File: config.mk
export PLATFORM = sky130hd
export DESIGN_NAME = tribonacci_monitor
export DESIGN_NICKNAME = d
export VERILOG_FILES = /design/src/rtl/tribonacci_pkg.sv /design/src/rtl/tribonacci_monitor_sync_fifo.sv /design/src/rtl/tribonacci_monitor.sv
export SDC_FILE = /design/constraint.sdc
export NUM_CORES = 1
export LEC_CHECK = 0
export BUFFER_PORTS_ARGS = -buffer_cell sky130_fd_sc_hd__buf_4
export CAP_MARGIN = 40
export CORE_ASPECT_RATIO = 0.9
export CORE_MARGIN = 4
export CORE_UTILIZATION = 58
export CTS_BUF_LIST = sky130_fd_sc_hd__clkbuf_16
export DETAILED_ROUTE_END_ITERATION = 12
export PLACE_DENSITY_LB_ADDON = 0.2
export SLEW_MARGIN = 0
export SYNTH_ARGS = -nofsm -noshare
export SYNTH_HDL_FRONTEND = slang
export SYNTH_HIERARCHICAL = 1
export SYNTH_SLANG_ARGS = --single-unit
File: constraint.sdc
create_clock -name clk -period 6.7 [get_ports clk]
set_input_delay 0.335 -clock clk [delete_from_list [all_inputs] [get_ports clk]]
set_output_delay 0.335 -clock clk [all_outputs]
set_load 0.05 [all_outputs]
File: src/rtl/tribonacci_pkg.sv
// Shared definitions for the tribonacci generator and its monitor.
// Phase encodings and the three fixed start terms.
package tribonacci_pkg;

    typedef enum logic [2:0] {
        INIT0,
        INIT1,
        INIT2,
        RUN,
        HALT
    } phase_t;

    localparam int unsigned START0 = 0;
    localparam int unsigned START1 = 1;
    localparam int unsigned START2 = 1;

endpackage

File: src/rtl/tribonacci_monitor_sync_fifo.sv
// Small synchronous FIFO; head entry drives dout directly.
// Pointers carry one extra wrap bit to tell full from empty.
module sync_fifo
    import tribonacci_pkg::*;
#(
    parameter int width = 32,
    parameter int depth = 4
) (
    input  logic             clk,
    input  logic             rst,
    input  logic             push,
    input  logic             pop,
    input  logic [width-1:0] din,
    output logic [width-1:0] dout,
    output logic             full,
    output logic             empty
);

    localparam int aw = $clog2(depth);
    localparam logic [aw:0] one = 1;

    logic [aw:0]      wptr;
    logic [aw:0]      rptr;
    logic [width-1:0] mem [depth];
    logic             do_push;
    logic             do_pop;

    assign empty = (wptr == rptr);
    assign full  = (wptr[aw] != rptr[aw])
                && (wptr[aw-1:0] == rptr[aw-1:0]);
    assign dout  = mem[rptr[aw-1:0]];

    // A push into a full FIFO is legal only alongside a pop.
    assign do_pop  = pop && !empty;
    assign do_push = push && (!full || do_pop);

    always_ff @(posedge clk or posedge rst) begin
        if (rst) begin
            wptr <= '0;
            rptr <= '0;
            for (int i = 0; i < depth; i++) begin
                mem[i] <= '0;
            end
        end else begin
            if (do_push) begin
                mem[wptr[aw-1:0]] <= din;
                wptr <= wptr + one;
            end
            if (do_pop) begin
                rptr <= rptr + one;
            end
        end
    end

endmodule

File: src/rtl/tribonacci_monitor.sv
// Checks the generator's term stream, flags errors and overflow,
// and buffers accepted terms for a slower consumer.
module tribonacci_monitor
    import tribonacci_pkg::*;
#(
    parameter int width     = 32,
    parameter int depth     = 4,
    parameter int cnt_width = 16
) (
    input  logic                 clk,
    input  logic                 rst,
    input  logic [width-1:0]     s_in,
    output logic [width-1:0]     out_data,
    output logic                 out_valid,
    input  logic                 out_ready,
    output logic [cnt_width-1:0] term_idx,
    output logic                 seq_err,
    output logic                 ovf,
    output logic [cnt_width-1:0] drop_cnt
);

    localparam logic [cnt_width-1:0] cnt_one = 1;

    phase_t           phase;
    logic [width-1:0] h0;
    logic [width-1:0] h1;
    logic [width-1:0] h2;
    logic [width-1:0] expect_v;
    logic [width+1:0] sum;
    logic             sampling;
    logic             mismatch;
    logic             ovf_now;
    logic             accept;
    logic             push;
    logic             pop;
    logic             drop;
    logic             full;
    logic             empty;

    assign sum = {2'b00, h0} + {2'b00, h1} + {2'b00, h2};

    always_comb begin
        expect_v = sum[width-1:0];
        unique case (phase)
            INIT0:   expect_v = width'(START0);
            INIT1:   expect_v = width'(START1);
            INIT2:   expect_v = width'(START2);
            default: expect_v = sum[width-1:0];
        endcase
    end

    assign sampling = (phase != HALT);
    assign mismatch = sampling && (s_in != expect_v);
    assign ovf_now  = (phase == RUN) && (|sum[width+1:width]);
    assign accept   = sampling && !mismatch && !ovf_now;
    assign pop      = !empty && out_ready;
    assign push     = accept && (!full || pop);
    assign drop     = accept && full && !pop;

    always_ff @(posedge clk or posedge rst) begin
        if (rst) begin
            phase    <= INIT0;
            h0       <= '0;
            h1       <= '0;
            h2       <= '0;
            term_idx <= '0;
            seq_err  <= 1'b0;
            ovf      <= 1'b0;
            drop_cnt <= '0;
        end else if (sampling) begin
            h0 <= h1;
            h1 <= h2;
            h2 <= s_in;
            if (term_idx != '1) begin
                term_idx <= term_idx + cnt_one;
            end
            if (mismatch) begin
                seq_err <= 1'b1;
            end
            if (ovf_now) begin
                ovf <= 1'b1;
            end
            if (drop && drop_cnt != '1) begin
                drop_cnt <= drop_cnt + cnt_one;
            end
            if (mismatch || ovf_now) begin
                phase <= HALT;
            end else begin
                unique case (phase)
                    INIT0:   phase <= INIT1;
                    INIT1:   phase <= INIT2;
                    default: phase <= RUN;
                endcase
            end
        end
    end

    sync_fifo #(
        .width (width),
        .depth (depth)
    ) u_fifo (
        .clk   (clk),
        .rst   (rst),
        .push  (push),
        .pop   (pop),
        .din   (s_in),
        .dout  (out_data),
        .full  (full),
        .empty (empty)
    );

    assign out_valid = !empty;

endmodule

# == Word level (Yosys, flattened, before mapping) ==
# Cells that the tools add are included.
# op_classes
n_addsub,6
magnitude_cmp,3
eq_ne,10
n_mux,9
bitwise_logic,2
n_reduce_logical,28
# op_table
op,n
bitwise mux 128 bit,1
two-way mux 32 bit,3
binary-select mux 32 bit (select 2 bit),1
demux 32 bit (select 2 bit),1
one-hot mux 32 bit (2 select lines),1
adder 33 x 32 -> 34 bit,1
adder 32 x 32 -> 33 bit,1
adder 16 x 1 -> 16 bit (second input constant),2
inequality test 16 bit (second input constant),2
inequality test 32 bit,1
logical AND 1 bit,13
AND reduction 2 bit,4
adder 3 x 1 -> 3 bit (second input constant),2
equality test 3 x 2 -> 1 bit (second input constant),2
>= comparator 3 bit (second input constant),2
NOT 2 -> 3 bit,2
logical NOT 1 bit,5
one-hot mux 2 bit (2 select lines),1
OR reduction 2 bit,2
equality test 3 x 1 -> 1 bit (second input constant),1
equality test 3 bit,1
logical NOT 3 bit,1
logical OR 1 bit,3
< comparator 3 x 1 -> 1 bit (second input constant),1
other kinds (4),4
# totals
register_bits,267
input_bits,35
out_inout_bits,67

# == Longest topological paths before layout ==
# logic_depth
depth_word,12
mapped_depth,22
mapped_depth_nobuf,20

# == By module ==
# The synthesis kept the hierarchy.
# by_module_without_submodules
module,n_inst,cells_each,area_each_um2,seq_area_each_um2
tribonacci_monitor,1,1014,8717.1,3328.2
sync_fifo,1,347,6193.4,3353.2

# == Worst setup path after synthesis ==
# Ideal clock, no wire load.
# synth_timing
path_kind,flip-flop to flip-flop
from,register h1[1]
to,register u_fifo/mem[10] (netlist name)
setup_ns,0.125
arrival_ns,4.828
setup_slack_ns,1.747
path_stages_with_launch,23
synth_period_minus_slack_ns,4.953
cell_sequence,dfrtp_1 > inv_1 > fa_1 > inv_1 > ha_1 > inv_1 > fa_1 > nand2b_1 > a21o_1 > a211o_1 > a21oi_1 > o2111ai_1 > nor3b_1 > nor4_1 > xor2_1 > nor4_4 > buf_2 > nand3_2 > a21oi_1 > and2_1 > o41ai_4 > buf_6 > mux2_4
# synth_via
elab_chain_len,10
# synth_lines
element,line,rtl
from (decl),tribonacci_monitor.sv:26,logic [width-1:0] h1;
from (signal assigned),tribonacci_monitor.sv:64,h1 <= '0;
from (signal assigned),tribonacci_monitor.sv:72,h1 <= h2;
adder 32 x 32 -> 33 bit *,tribonacci_monitor.sv:40,"assign sum = {2'b00, h0} + {2'b00, h1} + {2'b00, h2};"
adder 33 x 32 -> 34 bit *,tribonacci_monitor.sv:40,
one-hot mux 32 bit (2 select lines),tribonacci_monitor.sv:44,unique case (phase)
inequality test 32 bit,tribonacci_monitor.sv:53,assign mismatch = sampling && (s_in != expect_v);
logical AND 1 bit,tribonacci_monitor.sv:53,
logical NOT 1 bit,tribonacci_monitor.sv:55,assign accept = sampling && !mismatch && !ovf_now;
logical AND 1 bit,tribonacci_monitor.sv:55,
logical AND 1 bit *,tribonacci_monitor.sv:55,
logical AND 1 bit *,tribonacci_monitor.sv:57,assign push = accept && (!full || pop);
named net push,tribonacci_monitor.sv:34,logic push;
logical AND 1 bit *,tribonacci_monitor_sync_fifo.sv:35,assign do_push = push && (!full || do_pop);
"to (signal, indexed assignment)",tribonacci_monitor_sync_fifo.sv:46,mem[wptr[aw-1:0]] <= din;
to (decl),tribonacci_monitor_sync_fifo.sv:24,logic [width-1:0] mem [depth];
# The timed path passes the listed nets; every way through them passes the cells marked *.
# A chain may end at the register's enable or synchronous reset.

# == Worst setup path after layout ==
# layout_timing
from,register h1[1]
to,register u_fifo/mem[3] (netlist name)
# The elaborated chain is that of the path after synthesis.

==> impl_metrics.toml <==
[synthesis]
ys.flop_type = "dfrtp_1"
synth_edf_count = 0
synth.avg_cell_area_um2 = 11.0
async_flop_share_pct = 100
yosysSeqAreaShare_pct = 44.8
syn_nets = 1467
post_synth_num_cell_types = 79
yosysWarnings = 6
synth_area_um2 = 14900
synth-seq-cells = 267
synthCells = 1361

[final_layout]
fillerInstances = 1981
final_area_um2 = 16800
multi_input_area_um2 = 7810
drive_above_1_share_pct = 23.3
diodes = 0
regArea_um2 = 6680
layout_common_cells = "337 x nand2_1, 266 x dfrtp_1, 113 x buf_4"
final_common_cell = "nand2_1"
syn_to_final_growth_pct = 12.9
stdcell_count = 1807
fin_nets = 1553

[worst_setup_path]
critPathKind = "flop to flop"
worstPathArrival_ns = 6.16
required_ns = 7.11
crit_top_cell = "inv_1"
cp_slowest_cell = "or4b_1"
critPathCaptureType = "flop"
startpoint_type = "flop"
path_cells = "inv_1, fa_1, inv_1, ha_1, inv_1, fa_1, nand2b_1, a21o_1, a211o_1, and3_1, a221o_1, or4b_1, nor4_2, nand4_1, nor2_2, buf_4, nand3_2, a21oi_1, and2_1, o41ai_4, buf_4, mux2_4"
critPathMaxFanout = 28
slowest_delay_ns = 0.49

[floorplan]
die_x_um = 177
initial_core_util_pct = 59.0
die_height_um = 160
num_io_pins = 102
placementRows = 55
design.core.area_um2 = 25300
die_area_um2 = 28300

[pwr]
leakage_uw = 0.00857
p_switching_uw = 689
power.total_uw = 3220
ir_drop_mv = 0.226
p_clk_share_pct = 46.8
seqPwrFrac_pct = 50.1
swShare_pct = 21.4
intPower_uw = 2530
p_per_area_nw_per_um2 = 191
power.share.combinational_pct = 3.1

[clock_network]
cts_hold_buf = 1
cts-root-buf = "clkbuf_16"
worstSkewPairLatency_ns = 0.54
clk_pin_slew_ns = 0.06
cts.htree.levels = 1
post-cts-setup-buffer-count = 0
cts_buffers = 28
cts_resized = 0
tritoncts = "yes"
cts_buffer_depth = 3
numClockSinks = 267

[grt]
grt_usage_pct = 24.3
grt_pass1_vias = 10526
overflow = 0
antenna_found_initial = 0
grt_pass1_wl_um = 56300
grt_max_degree = 67

[sta]
tns_ns = 0
setup_ws_ns = 0.952
post-route-period-util_pct = 85.8
fin_crit_ns = 5.75
maxSlewViolCount = 0
rsz0062_at_grt = "no"
fmax_mhz = 174
hold_viol_final = 0
setup_viol = 0
relSlewSlack_pct = 44.9
skew_ns = 0.0110
tightestPinTransition_ns = 0.824

[placement]
post-place-cells = 1758
place_congestion = 0.947
io_buffers = 101
postPlaceCellArea_um2 = 15900
pre_cts_slack_ns = 1.02
dp_hpwl_um = 24000

[detailed_routing]
ant_nets = 0
drt_iter0_drc = 876
vias = 10636
via_per_inst = 5.89
routed_wl_um = 34100
route.detailed.drc = 0
drtPass1Iterations = 5
routedWlPerCell_um = 18.9

[min_path]
worstHoldPathType = "input port to flop"

[run_status]
status = "complete, no violations"

[flow_run]
maxCapViolCount = 0
state kept, by name, indices dropped and copies added, names as in the netlist:
| register | flops |
|---|---|
| h1 | 32 |
| drop_cnt | 16 |
| u_fifo/rptr | 3 |
| term_idx | 16 |
| h2 | 32 |
| u_fifo/mem | 128 |
| seq_err | 1 |
| phase | 3 |
| h0 | 32 |
| u_fifo/wptr | 3 |
| ovf | 1 |
layer usage:
metal	track usage (%)	share of wire, %
met1	36.1	45
met2	38.9	48
met3	3.22	5.3
met4	5.27	2.3
met5	0	0
cells in the mapped netlist, drive strengths merged, types with 20 or more instances:
cell type  instances  share of area [%]
clkbuf            31               0.78
mux2             132                 11
mux4              32                4.8
a21oi             39                1.3
xnor2             46                2.8
nand3             28               0.97
o21ai             47                1.6
nand4             21               0.88
nand2            338                8.5
inv               20               0.50
dfrtp            267                 45
nor2              44                1.1
ha                38                3.2
buf               31                1.6
xor2              21                1.5
fa                33                4.4
metrics by stage:
stage                     hold WS (ns)  utilization [%]
final                           0.0701             66.7
after global routing            0.0589             66.7
after CTS                       0.0479             66.7
after floorplan                  0.448                -
after global placement           0.438             62.8
after detailed placement         0.446             63.1
path summary, 6_finish.rpt:
path                            startpoint               to  slack (ns)  depth (start not counted)
worst min register to register     seq_err          seq_err        0.48                          1
worst max register to register       h1[1]    u_fifo/mem[3]        0.95                         22
max in group asynchronous              rst  u_fifo/mem[100]        5.13                          5
min in group asynchronous              rst           h1[24]        0.42                          3
worst max-delay path                 h1[1]    u_fifo/mem[3]        0.95                         22
worst min-delay path              s_in[29]  u_fifo/mem[125]        0.07                          2
worst max-delay path, delay by kind of cell, from the launching register on:
family,cells,cell delay [ns]
DFF,1,0.37
buffers and inverters,5,0.76
and+or+nand+nor,8,1.90
adders and majority gates,3,0.96
AOI/OAI and AO/OA,5,1.25
muxes,1,0.36
power by group through the flow:
stage,clock [µW],sequential [µW],combinational (µW)
final,1510,1610,101
after global routing,1610,1610,112
after CTS,1540,1610,103
after detailed placement,0,1640,102
after global placement,0,1640,96.8
after floorplan,0,1640,39.5
area by class of cell:
class,count,area share [%]
multi-input cells,1012,46.4
flip-flops and latches,267,39.7
repair buffers,118,5.61
clock buffers,29,4.31
well taps,342,2.54
clock inverters,19,0.936
inverters,20,0.491
kinds of logic after synthesis:
| logic type | share of synthesized area [%] |
|---|---|
| xor gates and xnor gates | 4.54 |
| and+or+nand+nor | 16.2 |
| buffers and inverters | 2.88 |
| DFF | 44.8 |
| muxes | 15.6 |
| AOI/OAI and AO/OA | 8.31 |
| adders and majority gates | 7.69 |
No activity file was read; power rests on OpenSTA's default activity.
